--- src/rtl/alu_out_collector.sv ---
// Collects finished ALU results from two units into a small FWFT FIFO.
// Round-robin arbitration feeds the FIFO. A valid/ready port drains it.
module alu_out_collector #(
  parameter  int unsigned DATA_SIZE = 16,
  parameter  int unsigned ID_SIZE   = 8,
  parameter  int unsigned DEPTH     = 4,
  localparam int unsigned RES_SIZE  = DATA_SIZE + 1 + ID_SIZE,
  localparam int unsigned CNT_W     = $clog2(DEPTH) + 1
) (
  input  logic                clk,
  input  logic                rst,
  input  logic [RES_SIZE-1:0] res_0,
  input  logic                valid_0,
  output logic                written_0,
  input  logic [RES_SIZE-1:0] res_1,
  input  logic                valid_1,
  output logic                written_1,
  output logic                ready_f_res,
  output logic [RES_SIZE-1:0] out_data,
  output logic                out_src,
  output logic                out_valid,
  input  logic                out_ready,
  output logic [CNT_W-1:0]    count
);

  localparam int unsigned PTR_W = $clog2(DEPTH);

  logic [RES_SIZE:0]  mem [DEPTH];
  logic [PTR_W-1:0]   wr_ptr;
  logic [PTR_W-1:0]   rd_ptr;
  logic               last_grant;

  logic               full_c;
  logic               elig_0_c;
  logic               elig_1_c;
  logic               grant_0_c;
  logic               grant_1_c;
  logic               push_c;
  logic               pop_c;
  logic [RES_SIZE:0]  wdata_c;

  // Status flags and the FIFO head are decoded from registers only.
  assign full_c      = (count == CNT_W'(DEPTH));
  assign ready_f_res = !full_c;
  assign out_valid   = (count != '0);
  assign out_data    = mem[rd_ptr][RES_SIZE-1:0];
  assign out_src     = mem[rd_ptr][RES_SIZE];

  // A source is masked while its written pulse is high, so it is never granted twice in a row.
  always_comb begin
    elig_0_c  = valid_0 && !written_0;
    elig_1_c  = valid_1 && !written_1;
    grant_0_c = 1'b0;
    grant_1_c = 1'b0;
    if (!full_c) begin
      if (elig_0_c && elig_1_c) begin
        grant_0_c = last_grant;
        grant_1_c = !last_grant;
      end else begin
        grant_0_c = elig_0_c;
        grant_1_c = elig_1_c;
      end
    end
    push_c  = grant_0_c || grant_1_c;
    pop_c   = out_valid && out_ready;
    wdata_c = grant_1_c ? {1'b1, res_1} : {1'b0, res_0};
  end

  // Control state: pointers, occupancy, arbitration history and written pulses.
  always_ff @(posedge clk) begin
    if (rst) begin
      wr_ptr     <= '0;
      rd_ptr     <= '0;
      count      <= '0;
      last_grant <= 1'b1;
      written_0  <= 1'b0;
      written_1  <= 1'b0;
    end else begin
      written_0 <= grant_0_c;
      written_1 <= grant_1_c;
      if (push_c) begin
        wr_ptr     <= wr_ptr + PTR_W'(1);
        last_grant <= grant_1_c;
      end
      if (pop_c) begin
        rd_ptr <= rd_ptr + PTR_W'(1);
      end
      case ({push_c, pop_c})
        2'b10:   count <= count + CNT_W'(1);
        2'b01:   count <= count - CNT_W'(1);
        default: count <= count;
      endcase
    end
  end

  // Storage needs no reset. Occupancy alone defines which entries are live.
  always_ff @(posedge clk) begin
    if (!rst && push_c) begin
      mem[wr_ptr] <= wdata_c;
    end
  end

endmodule

--- config.mk ---
export PLATFORM = sky130hd
export DESIGN_NAME = alu_out_collector
export DESIGN_NICKNAME = d
export VERILOG_FILES = /design/src/rtl/alu_out_collector.sv
export SDC_FILE = /design/constraint.sdc
export NUM_CORES = 1
export LEC_CHECK = 0
export BUFFER_PORTS_ARGS = -buffer_cell sky130_fd_sc_hd__buf_2
export CORE_MARGIN = 3
export CORE_UTILIZATION = 25
export DETAILED_ROUTE_END_ITERATION = 10
export GPL_ROUTABILITY_DRIVEN = 0
export SLEW_MARGIN = 0
export SYNTH_ARGS = -nofsm -noshare
export SYNTH_HDL_FRONTEND = slang
export SYNTH_SLANG_ARGS = --single-unit
--- constraint.sdc ---
create_clock -name clk -period 4.1 [get_ports clk]
set_input_delay 0 -clock clk [delete_from_list [all_inputs] [get_ports clk]]
set_output_delay 0 -clock clk [all_outputs]
set_load 0.05 [all_outputs]
# == After elaboration in Yosys (flattened, before gate mapping) ==
# Memory sizes are Yosys's and may differ from the RTL's. A register that Yosys moved wholly into a read port is not among the register bits.
# Cells that the tools add are included.
# totals
n_memories,1
output_inout_bits,33
mem_bits_ro,0
register_bits,10
latchBits,0
elab_cells,37
inputBits,55
ram_bits,104
# mem_list
name,depth,word_bits,read_ports,rd_clocked_by_memory_dff,wr,line_no,text
mem,4,26,1,1,1,28,logic [RES_SIZE:0] mem [DEPTH];
# classes
mul,0
n_addsub,4
shift,0
mux,10
n_div,0
n_bitwise,0
n_eq_ne,3
n_lt_le_gt_ge,0
n_reduce_logical,13
# op_table
cell,n
2-to-1 mux 26 bit,1
2-to-1 mux 1 bit,6
case mux 3 bit (2 select lines),1
logical AND 1 bit,5
zero test 1 bit,5
adder 2 x 1 -> 2 bit (second input constant),2
2-to-1 mux 2 bit,2
adder 3 x 1 -> 3 bit (second input constant),1
== test 3 bit (second input constant),1
nonzero test 3 bit,1
subtractor 3 x 1 -> 3 bit (second input constant),1
== test 2 x 1 -> 1 bit (second input constant),1
== test 2 bit (second input constant),1
nonzero test 2 bit,1
logical OR 1 bit,1

# == Logic depth before layout (Yosys ltp) ==
# logic_depth
depth_word,9
ltp_mapped,9
depth_no_buf,9

# == Worst setup path before layout ==
# Ideal clock, no wire load.
# synth_timing
kind,reg2reg
startpoint,register count[2]
endpoint,register count[2]
n_path_buf,0
slack_ns,1.510
period_less_slack_ns,2.590
t_required_ns,4.029
arrival_time_ns,2.520
stages_incl_launch_ff,10
setup_time_ns,0.071
cell_sequence,dfxtp_1 nor3b_4 a21oi_1 inv_1 ha_1 inv_1 fa_1 xor2_1 or3_2 a21oi_1
# synth_via
elab_chain_cells,5
word_cells_on_any_way,12
classes_between,add/sub: 2; eq/ne: 3; mux: 3; reduce/logical: 4
# synth_rtl
item,line_no,text
"start, declared",23,output logic [CNT_W-1:0] count
"start signal, assigned",89,2'b10: count <= count + CNT_W'(1);
"start signal, assigned",90,2'b01: count <= count - CNT_W'(1);
"start signal, assigned",91,default: count <= count;
== test 3 bit,43,assign full_c = (count == CNT_W'(DEPTH));
2-to-1 mux 1 bit,55,if (!full_c) begin
logical OR 1 bit,64,push_c = grant_0_c || grant_1_c;
== test 2 x 1 -> 1 bit or == test 2 bit (tied branches),88,"case ({push_c, pop_c})"
case mux 3 bit (2 select lines) or nonzero test 2 bit (tied branches),--,
# Parallel ways exist; a longest one is shown, timed or not.
# A chain may end at the register's enable or synchronous reset.

# == Worst setup path after layout ==
# layout_timing
startpoint,register count[2]
endpoint,memory mem[3][2] in the netlist's numbering (data pin)
# layout_via
elab_chain_cells,3
# layout_rtl
item,line_no,text
== test 3 bit,43,
2-to-1 mux 1 bit,55,
2-to-1 mux 26 bit,66,"wdata_c = grant_1_c ? {1'b1, res_1} : {1'b0, res_0};"
via wdata_c[2],40,logic [RES_SIZE:0] wdata_c;
"end, declared",28,
# The timed path passes the listed nets, and every way through them passes these cells.

==> impl_metrics.csv <==
group,metric,value,unit
power_and_ir_drop,power.density,668.9,nW/um^2
cells_and_area,drive_gt1_share,44.30,%
logic_synthesis,ys_seq_elements,116,
setup_path,r2r-start,"count[2]$_SDFFE_PP0P_",
logic_synthesis,synth-compound-area-share,1.231,%
min_path,hp-start,"out_ready",
logic_synthesis,muxShareOfSynthArea,20.09,%
min_path,hold_path_class,"input pin to flop",
logic_synthesis,synth_async_sr_flop_share,0,%
cells_and_area,area.growth.synth_to_final,36.80,%
routing,vias,2642,
logic_synthesis,synth_area_per_cell,20.59,um^2
setup_path,cpMaxStageDelayCell,"dlygate4sd3_1",
logic_synthesis,synthSimpleGateAreaFrac,3.536,%
sta,max-slew-margin-rel,30.41,%
power_and_ir_drop,ir_drop,519.1,uV
sta,setup-tns-final,0,ns
sta,fin_crit_sh,62.90,%
sta,finalHoldViolations,0,
routing,ant_nets,0,
routing,topRoutingLayerUsed,"met4",
logic_synthesis,synthesis.area,4777,um^2
setup_path,startpoint,"count[2]$_SDFFE_PP0P_",
sta,period_needed,2.579,ns
routing,wl_met2,4879,um
floorplanning,initial_core_util,25.97,%
global_route,grtUsageTotal,9.805,%
setup_path,rrSetupSlack,1.52,ns
routing,avgViaCountPerCell,4.234,
setup_path,cp_data_required_time,4.23,ns
global_route,grt_pass1_wl,14920,um
cells_and_area,antenna_cells,0,
routing,drc,0,
cells_and_area,fill_cells,1758,
sta,grt_setup_unrepaired,"false",
cells_and_area,nets,443,
sta,finalSetupViolCount,0,
setup_path,cp_max_fo,26,
sta,clock_skew,0.007155,ns
logic_synthesis,synth_cells,232,
floorplanning,io_pins,88,
min_path,min_to,"rd_ptr[0]$_SDFFE_PP0P_",
routing,drt-wirelength-per-cell,15.51,um
cts,post-cts-setup-buffers,0,
job,cap_viol_max_count,0,
routing,wirelength,9677,um
setup_path,crit_chain,"nor3b_4, inv_4, nand3_4, mux2_2, dlygate4sd3_1",
global_route,antenna_found_initial,0,
cts,cts_root_buf,"clkbuf_16",
cts,h-tree-depth,4,
cts,clk_latency,0.40,ns
floorplanning,rows,49,
logic_synthesis,synthAdderAreaFrac,1.729,%
cells_and_area,fin_area,6535,um^2
placement,dp_hpwl,5785,um
floorplanning,core,18390,um^2
logic_synthesis,syn_nets,293,
logic_synthesis,synth_edf_count,104,
placement,port-buffer-count,87,
logic_synthesis,synth.distinct_cells,35,
power_and_ir_drop,p_leak,2.399,nW
outcome,status,"finished, final reports clean",
logic_synthesis,synth_xor_area_share,0.7334,%
floorplanning,die_w,144.2,um
setup_path,r2r_cells,5,
routing,drt_first_pass_iters,4,
placement,placed_area,5430,um^2
setup_path,start_kind,"flop",
setup_path,r2r-end,"mem[3][2]$_DFFE_PP_",
setup_path,path_class,"flop to flop",
sta,worst_pin_slew,1.044,ns
routing,dr_wl_met3,480,um
cts,cts_max_path_buffers,2,
floorplanning,die_y,144.2,um
setup_path,slowest_delay,0.61,ns
routing,drtIter0Drc,91,
setup_path,end_kind,"flop",
cts,cts_tree,"done",
logic_synthesis,yosysSeqAreaShare,70.40,%
sta,fmax,387.7,MHz
min_path,min_path_cells,4,
global_route,grt_pass1_vias,2790,
cts,numCtsBuffers,17,
global_route,overflow,0,
logic_synthesis,synth_top_family_by_area,"multiplexers",
sta,drv_slew,0,
setup_path,cp.arrival,2.71,ns
routing,wl_met1,4208,um
floorplanning,die-area,20800,um^2
logic_synthesis,synth_warnings,0,
cts,clock-sinks,116,
cts,clkTransAtPathRegs,0.05,ns
logic_synthesis,ys.flop_type,"edfxtp_1",
global_route,grt_start_max_net_pins,27,
## metal layers
| layer | global-route usage [%] | up-vias |
|---|---|---|
| met5 | 0 | - |
| met4 | 3.535 | 0 |
| met3 | 3.968 | 9 |
| met2 | 16.46 | 77 |
| met1 | 11.36 | 1325 |
| li1 | - | 1231 |
## registers in the layout, summed over array words and instances (netlist names), named ones only
signal and cells:
count 3, written_1 1, wr_ptr 2, rd_ptr 2, written_0 1, mem 104
last_grant 1
## critical path: cells and delay by family (launching register included)
family,cells,cell delay [ns]
buffers and inverters,2,0.68
flip-flops,1,0.42
multiplexers,1,0.40
AND/OR/NAND/NOR,2,0.79
## layout make-up
cell class	instances	area, um^2	area share (%)
clock inverter	12	137.6	2.106
multi-input combinational	99	1310	20.05
sequential	116	3366	51.50
clock buffer	20	436.7	6.682
inverter	8	32.53	0.4978
timing repair buffer	140	965.9	14.78
tap	229	286.5	4.384
## power by group
| part | internal, W | switching [W] |
|---|---|---|
| registers | 0.00148 | 0.000148 |
| clock network | 0.000942 | 0.000480 |
| logic | 0.000496 | 0.000828 |
| total | 0.00292 | 0.00146 |
## synth_stat cells (2+ instances only)
cell / number / area share [%]
or3_2: 2 / 0.31
nand2b_1: 4 / 0.52
buf_12: 2 / 0.84
a21oi_1: 4 / 0.42
edfxtp_1: 104 / 65
dfxtp_1: 12 / 5.0
mux4_2: 26 / 12
buf_4: 2 / 0.31
buf_1: 2 / 0.16
nor2_1: 10 / 0.79
ha_1: 5 / 1.3
mux2_2: 7 / 1.7
mux2_4: 19 / 6.0
and2_1: 4 / 0.52
xor2_1: 3 / 0.55
inv_1: 7 / 0.55
## cell usage in the layout (no fill, tap or decap), types with 2 or more instances in the layout
cell and count:
a21oi_1 4, and2_2 4, buf_2 87, bufinv_16 3
clkbuf_1 3, clkbuf_16 17, clkinv_1 5, clkinvlp_4 2
dfxtp_1 10, dfxtp_2 2, dlygate4sd3_1 53, edfxtp_1 104
ha_1 5, inv_1 7, mux2_2 7, mux2_4 19
mux4_2 26, nand2b_1 4, nor2_1 10, or3_2 2
xor2_1 3
## cells by family after synthesis
group                      after synthesis
AOI/OAI and AO/OA                        9
xor gates and xnor gates                 4
adders and majority gates                6
buffers and inverters                   17
DFF                                    116
muxes                                   53
and+or+nand+nor                         27
## repair_timing
action,in CTS,in global routing
hold buffers,53,0
hold endpoints to repair,110,0
resized for setup,0,0
## worst max path at each step
stage,to,slack [ns],cells past startpoint
after floorplan,count[2]$_SDFFE_PP0P_,1.51,9
after global placement,count[2]$_SDFFE_PP0P_,1.79,9
after detailed placement,count[2]$_SDFFE_PP0P_,1.60,9
after CTS,mem[0][4]$_DFFE_PP_,1.49,5
after global routing,mem[3][5]$_DFFE_PP_,1.38,5
final,mem[3][2]$_DFFE_PP_,1.52,5
## through the flow
step           hold slack [ns]  util [%]  power [W]  setup WS, ns  instances
3_3_place_gp            0.3195     29.52   0.002893         1.793        539
2_1_floorplan           0.1803         -   0.002629         1.510        232
4_1_cts                0.02025     35.53   0.004437         1.488        624
3_5_place_dp            0.3301     29.52   0.002927         1.599        539
5_1_grt                0.04233     35.53   0.004574         1.377        624
6_report               0.04551     35.53   0.004371         1.521        624
Note: power is estimated with default switching activity, not from simulation.
